`config.mk`:
```
export PLATFORM = sky130hd
export DESIGN_NAME = hazard_ctrl
export DESIGN_NICKNAME = d
export VERILOG_FILES = /design/src/rtl/hazard_ctrl.sv
export SDC_FILE = /design/constraint.sdc
export NUM_CORES = 1
export LEC_CHECK = 0
export BUFFER_PORTS_ARGS = -buffer_cell sky130_fd_sc_hd__buf_2
export CAP_MARGIN = 40
export CORE_MARGIN = 4
export CORE_UTILIZATION = 45
export DETAILED_ROUTE_END_ITERATION = 8
export HOLD_SLACK_MARGIN = 0.05
export PLACE_DENSITY = 0.75
export SLEW_MARGIN = 20
export SYNTH_ARGS = -nofsm -noshare
export SYNTH_HDL_FRONTEND = slang
export SYNTH_SLANG_ARGS = --single-unit
```
`constraint.sdc`:
```
create_clock -name clock -period 3.09 [get_ports clock]
set_clock_uncertainty 0.15 [all_clocks]
set_input_delay 0.309 -clock clock [delete_from_list [all_inputs] [get_ports clock]]
set_output_delay 0.309 -clock clock [all_outputs]
set_load 0.03 [all_outputs]
```
`src/rtl/hazard_ctrl.sv`:
```
// ---------------------------------------------------------------------------
// hazard_ctrl
//   Hazard and flush controller for a five-stage pipeline. It decides, every
//   cycle, whether the PC and IF/ID advance, whether IF/ID is replaced by a NOP,
//   and whether ID/EXE takes the ID instruction or a bubble. It handles
//   load-use stalls, taken branches resolved in EXE, jumps resolved in ID and
//   the halt instruction. Two saturating counters record stall cycles and
//   flush events.
//
//   State updates happen on the falling clock edge, matching the pipeline
//   registers that this block steers.
//
// Parameters
//   LOAD_STALL_CYCLES  bubbles inserted per load-use hazard (legal 1..3)
//   CNT_W              width of the performance counters
//
// Ports
//   clock              pipeline clock (falling-edge active)
//   reset              asynchronous, active-high reset
//   id_rs, id_rt       source registers of the instruction in ID
//   id_uses_rt         ID instruction reads rt as a source
//   id_jump            ID instruction is j / jal / jr
//   id_halt            ID instruction is halt / syscall
//   exe_memRead        EXE instruction is a load
//   exe_rt             destination register of the EXE load
//   exe_branch_taken   EXE beq is taken
//   pc_write           PC load enable
//   pc_sel_branch      PC takes the EXE branch target
//   if_id_write        IF/ID load enable
//   if_id_flush        IF/ID loads a NOP
//   id_exe_write       3'b111 passes ID contents, 3'b000 inserts a bubble
//   stall_cycles       saturating count of bubble cycles caused by load-use
//   flush_events       saturating count of branch and jump flushes
//   halted             pipeline frozen by halt
// ---------------------------------------------------------------------------
module hazard_ctrl #(
  parameter int LOAD_STALL_CYCLES = 1,
  parameter int CNT_W             = 16
) (
  input  logic             clock,
  input  logic             reset,
  input  logic [4:0]       id_rs,
  input  logic [4:0]       id_rt,
  input  logic             id_uses_rt,
  input  logic             id_jump,
  input  logic             id_halt,
  input  logic             exe_memRead,
  input  logic [4:0]       exe_rt,
  input  logic             exe_branch_taken,
  output logic             pc_write,
  output logic             pc_sel_branch,
  output logic             if_id_write,
  output logic             if_id_flush,
  output logic [2:0]       id_exe_write,
  output logic [CNT_W-1:0] stall_cycles,
  output logic [CNT_W-1:0] flush_events,
  output logic             halted
);

  typedef enum logic [1:0] {
    RUN   = 2'd0,
    STALL = 2'd1,
    HALT  = 2'd2
  } state_t;

  // Value loaded into the down-counter when a load-use hazard is detected:
  // the detecting cycle is itself the first bubble.
  localparam logic [1:0] STALL_RELOAD = 2'(LOAD_STALL_CYCLES - 1);

  state_t     state;
  state_t     state_nxt;
  logic [1:0] stall_left;
  logic [1:0] stall_left_nxt;
  logic       run_en;
  logic       load_use;
  logic       cnt_stall;
  logic       cnt_flush;

  function automatic logic [CNT_W-1:0] sat_inc(input logic [CNT_W-1:0] v);
    return (&v) ? v : v + CNT_W'(1);
  endfunction

  // A load into r0 never produces a value, so it can never cause a hazard.
  assign load_use = exe_memRead && (exe_rt != 5'd0) &&
                    ((exe_rt == id_rs) || (id_uses_rt && (exe_rt == id_rt)));

  assign halted = (state == HALT);

  // Mealy decode. run_en is low from reset until the first falling edge after
  // reset is released; in that window every control output stays inactive and
  // nothing is counted.
  always_comb begin
    pc_write       = 1'b0;
    pc_sel_branch  = 1'b0;
    if_id_write    = 1'b0;
    if_id_flush    = 1'b0;
    id_exe_write   = 3'b000;
    state_nxt      = state;
    stall_left_nxt = stall_left;
    cnt_stall      = 1'b0;
    cnt_flush      = 1'b0;
    if (run_en) begin
      case (state)
        RUN: begin
          pc_write     = 1'b1;
          if_id_write  = 1'b1;
          id_exe_write = 3'b111;
          if (exe_branch_taken) begin
            // Squash the wrong-path instructions in IF and ID.
            pc_sel_branch = 1'b1;
            if_id_flush   = 1'b1;
            id_exe_write  = 3'b000;
            cnt_flush     = 1'b1;
          end else if (load_use) begin
            pc_write       = 1'b0;
            if_id_write    = 1'b0;
            id_exe_write   = 3'b000;
            cnt_stall      = 1'b1;
            stall_left_nxt = STALL_RELOAD;
            state_nxt      = (STALL_RELOAD != 2'd0) ? STALL : RUN;
          end else if (id_halt) begin
            // The halt itself proceeds to EXE; younger fetches are discarded.
            pc_write    = 1'b0;
            if_id_flush = 1'b1;
            state_nxt   = HALT;
          end else if (id_jump) begin
            if_id_flush = 1'b1;
            cnt_flush   = 1'b1;
          end
        end
        STALL: begin
          // EXE holds a bubble here, so branch/jump/halt inputs are not valid.
          cnt_stall      = 1'b1;
          stall_left_nxt = stall_left - 2'd1;
          if (stall_left <= 2'd1) begin
            state_nxt = RUN;
          end
        end
        HALT: begin
          state_nxt = HALT;
        end
        default: begin
          state_nxt = RUN;
        end
      endcase
    end
  end

  always_ff @(negedge clock or posedge reset) begin
    if (reset) begin
      state        <= RUN;
      stall_left   <= 2'd0;
      run_en       <= 1'b0;
      stall_cycles <= '0;
      flush_events <= '0;
    end else begin
      run_en     <= 1'b1;
      state      <= state_nxt;
      stall_left <= stall_left_nxt;
      if (cnt_stall) begin
        stall_cycles <= sat_inc(stall_cycles);
      end
      if (cnt_flush) begin
        flush_events <= sat_inc(flush_events);
      end
    end
  end

endmodule

```
* Yosys cells after proc, flatten, opt, wreduce, memory -nomap -nowiden
Cells that the tools add are included.
** Cells by class
- Add/subtract/negate cells :: 3
- Order comparisons :: 1
- Equal/unequal tests :: 8
- Multiplexer cells :: 39
- Bitwise logic cells :: 2
- Reductions and logical operators :: 13
** Operators with widths (number)
- adder 16 x 1 -> 16 bit (second input constant) :: 2
- AND reduction 16 bit :: 2
- 2-to-1 mux 1 bit :: 26
- 2-to-1 mux 2 bit :: 6
- 2-to-1 mux 3 bit :: 4
- == test 5 bit :: 2
- AND reduction 4 bit :: 2
- inequality test 2 bit (second input constant) :: 3
- one-hot mux 2 bit (3 select lines) :: 1
- nonzero test 5 bit :: 1
- one-hot mux 2 bit (2 select lines) :: 1
- AND reduction 2 bit :: 2
- logical AND 1 bit :: 3
- inequality test 3 bit (second input constant) :: 1
- == test 2 x 1 -> 1 bit (second input constant) :: 1
- == test 2 bit (second input constant) :: 1
- <= comparator 2 x 1 -> 1 bit (second input constant) :: 1
- logical NOT 2 bit :: 1
- inverter 1 bit :: 2
- one-hot mux 1 bit (2 select lines) :: 1
- nonzero test 2 bit :: 1
- subtractor 2 x 1 -> 2 bit (second input constant) :: 1
- logical OR 1 bit :: 1
** Storage, ports and cells
- Bits in registers :: 37
- Bits of input ports :: 22
- Output and inout port bits :: 40
- Logic and storage cells :: 71

* Longest topological paths before layout
- Word-level depth :: 9
- Mapped depth :: 7
- Mapped depth without buffers :: 7

==> flow_metrics.py <==
metrics = {
    "run_status": {
        "outcome": "finished with violations",
        "violations": "setup timing",
    },
    "die": {
        "fp.dieH_um": 71.4,
        "start_util_pct": 48.0,
        "num_rows": 22,
        "dieArea_um2": 5100,
        "core_area_um2": 3770,
        "io_pins": 62,
        "dieWidth_um": 71.4,
    },
    "sta": {
        "setup_ws_ns": -0.423,
        "slew_viol_final": 0,
        "max_slew_margin_pct": 59.6,
        "tightest_slew_ns": 0.604,
        "rsz0062_at_grt": "true",
        "finalSetupViolations": 39,
        "final_hold_viol_count": 0,
    },
    "power_and_ir_drop": {
        "intPower_uw": 913,
        "power_frac_clock_pct": 41.5,
        "power_mw": 1.26,
        "p_leak_nw": 1.54,
        "powerDensity_nw_per_um2": 417,
        "p_switching_uw": 343,
        "p_sw_share_pct": 27.3,
        "seqPwrFrac_pct": 39.9,
        "comb_power_share_pct": 18.6,
        "ir_drop_uv": 327,
    },
    "routing": {
        "routedWlPerCell_um": 17.4,
        "drtAntennaViolNets": 0,
        "drtIter0Drc": 56,
        "post-route-drc-count": 0,
        "vias": 1736,
        "wl_mm": 5.66,
        "drt-pass1-iter-count": 4,
        "viasPerCell": 5.34,
    },
    "finish": {
        "antenna_cells": 0,
        "fillers": 219,
        "layout.cells.non_filler": 325,
        "area_growth_pct": 66.2,
        "drive_gt1_share_pct": 54.5,
        "finalNetCount": 300,
        "final_area_um2": 3010,
    },
    "synthesis": {
        "syn_area_um2": 1810,
        "synth-seq-cells": 34,
        "synth_common_cells": "34 x dfrtn_1, 23 x xor2_1, 17 x nand2_1, 16 x nand3_1, 16 x xnor2_1",
        "yosys_warnings": 0,
        "synth_ff_type": "dfrtn_1",
        "yosys.area.top_type": "dfrtn_1",
        "synth_cells": 182,
        "synth-seq-area-share_pct": 47.0,
        "synth_edf_count": 0,
        "syn_avg_cell_area_um2": 9.95,
        "netlist-cell-type-count": 34,
        "synth_top_area_share_pct": 47.0,
        "ys_top_cells_by_area": "dfrtn_1 47%, xor2_1 11%, xnor2_1 7.7%",
        "syn_nets": 206,
        "synth.most_common_cell": "dfrtn_1",
        "async_reset_ff_share_pct": 100,
    },
    "clock_network": {
        "clkTransAtPathRegs_ns": 0.06,
        "clock-sinks": 34,
        "cts_buffer_depth": 2,
        "cts_tree": "built",
        "insertion_delay_ns": 0.30,
        "cts_buffers": 5,
        "clock_tree.root_cell": "clkbuf_8",
        "h-tree-depth": 2,
    },
    "global_route": {
        "use_met2_pct": 37.2,
        "gr-usage-all-layers_pct": 20.4,
        "grtUsageMet3_pct": 3.79,
        "busiest_layer": "met2",
        "met1_usage_pct": 24.2,
        "grt_overflow": 0,
        "grt_first_pass_wirelength_mm": 8.32,
        "grt_max_degree": 35,
        "antenna_found_initial": 0,
        "grt_pass1_vias": 1775,
    },
    "run": {
        "max-cap-violations": 0,
    },
    "worst_setup_path": {
        "crit_arrival_ns": 1.96,
        "required_ns": 1.53,
        "cp-start-kind": "input pin",
        "worst_setup_path_end_kind": "flip-flop",
        "critPathMaxFanout": 8,
        "critical_path_class": "input pin to flip-flop",
    },
    "placed_design": {
        "dp_cells": 308,
        "post-dp-hpwl_mm": 3.22,
        "io_buffers": 61,
        "gp_congestion": 0.866,
        "dpl_cell_area_um2": 2360,
        "place_ws_ns": -0.810,
    },
    "min_path": {
        "hold_path_class": "flip-flop to flip-flop",
    },
}
-- area by class of cell --
cell class	instances	area, um2	share of cell area [%]
Inverter	7	26.3	0.873
Tap cell	48	60.1	2.00
Clock inverter	2	60.1	2.00
Sequential cell	34	851	28.3
Timing Repair Buffer	89	626	20.8
Clock buffer	6	82.6	2.74
Multi-Input combinational cell	139	1300	43.3
-- logic make-up (layout without fill, tap and decap cells) --
logic type      after synthesis  in the layout  share of synthesized area, %
other cells                   1              1                         0.207
xor+xnor                     39             39                          18.9
fa+ha+maj                     2              2                          1.38
flops                        34             34                          47.0
buf+inv                      10            104                          2.90
compound gates               13             14                          5.25
simple gates                 82             82                          23.8
mux                           1              1                         0.622
-- cell usage in the layout (no fill, tap or decap), types with 3 or more instances in the layout --
| cell | instances |
|---|---|
| inv_1 | 7 |
| nand3_1 | 13 |
| buf_6 | 22 |
| nor2_1 | 4 |
| clkbuf_8 | 6 |
| nor3_2 | 8 |
| nor3_4 | 3 |
| xnor2_2 | 6 |
| nand2_2 | 4 |
| xor2_1 | 23 |
| dfrtn_1 | 34 |
| nand4_1 | 5 |
| buf_2 | 50 |
| o21a_4 | 3 |
| nor4_4 | 5 |
| nor2_2 | 4 |
| and3_1 | 3 |
| buf_4 | 17 |
| xnor2_1 | 10 |
| nand2_1 | 13 |
| nor2_4 | 3 |
-- repair_timing --
item | CTS | global route
setup buffers | 7 | 4
hold buffers | 0 | 0
resized for setup | 55 | 37
cloned | 1 | 0
pin swaps | 10 | 19
endpoints found under the setup margin | 39 | 41
-- stage by stage --
stage	setup TNS, ns	util (%)	hold WS, ns
finish	-9.81	79.8	0.282
global route	-11.80	79.8	0.313
CTS	-9.44	74.3	0.284
detailed placement	-19.57	62.5	0.294
global placement	-18.55	62.5	0.281
floorplan	-12.39	-	0.304
-- worst max-delay path: stages --
cell and delay [ns]:
buf_6 0.09, or4_4 0.51, o21a_1 0.21, o21a_4 0.22, a21o_4 0.28, nor3_2 0.21, xor2_1 0.10
-- power by group through the flow --
| stage | Clock (mW) | Sequential, mW | Combinational [mW] |
|---|---|---|---|
| 2_1_floorplan | 0 | 0.549 | 0.0590 |
| 3_3_place_gp | 0 | 0.504 | 0.182 |
| 3_5_place_dp | 0 | 0.505 | 0.185 |
| 4_1_cts | 0.523 | 0.498 | 0.202 |
| 5_1_grt | 0.548 | 0.504 | 0.252 |
| 6_report | 0.521 | 0.501 | 0.234 |
-- flip-flops by register name, summed over array words and instances (netlist names) --
register      cells
stall_cycles     16
state             1
run_en            1
flush_events     16
-- layer usage --
metal	up-vias	wire [um]
met3	10	227
met2	49	3180
li1	821	-
met5	-	0
met1	856	2160
met4	0	92
-- worst paths after layout --
path                       slack (ns)              from  depth (start not counted)          endpoint
min in group asynchronous        1.37             reset                          3  flush_events[15]
max                             -0.42         exe_rt[1]                          7  flush_events[15]
max in group asynchronous        1.07             reset                          3   stall_cycles[1]
min                              0.28  flush_events[11]                          1  flush_events[11]
min reg2reg                      0.28  flush_events[11]                          1  flush_events[11]
max reg2reg                      0.33   flush_events[7]                          6  flush_events[15]
Note: power is estimated with default switching activity, not from simulation.
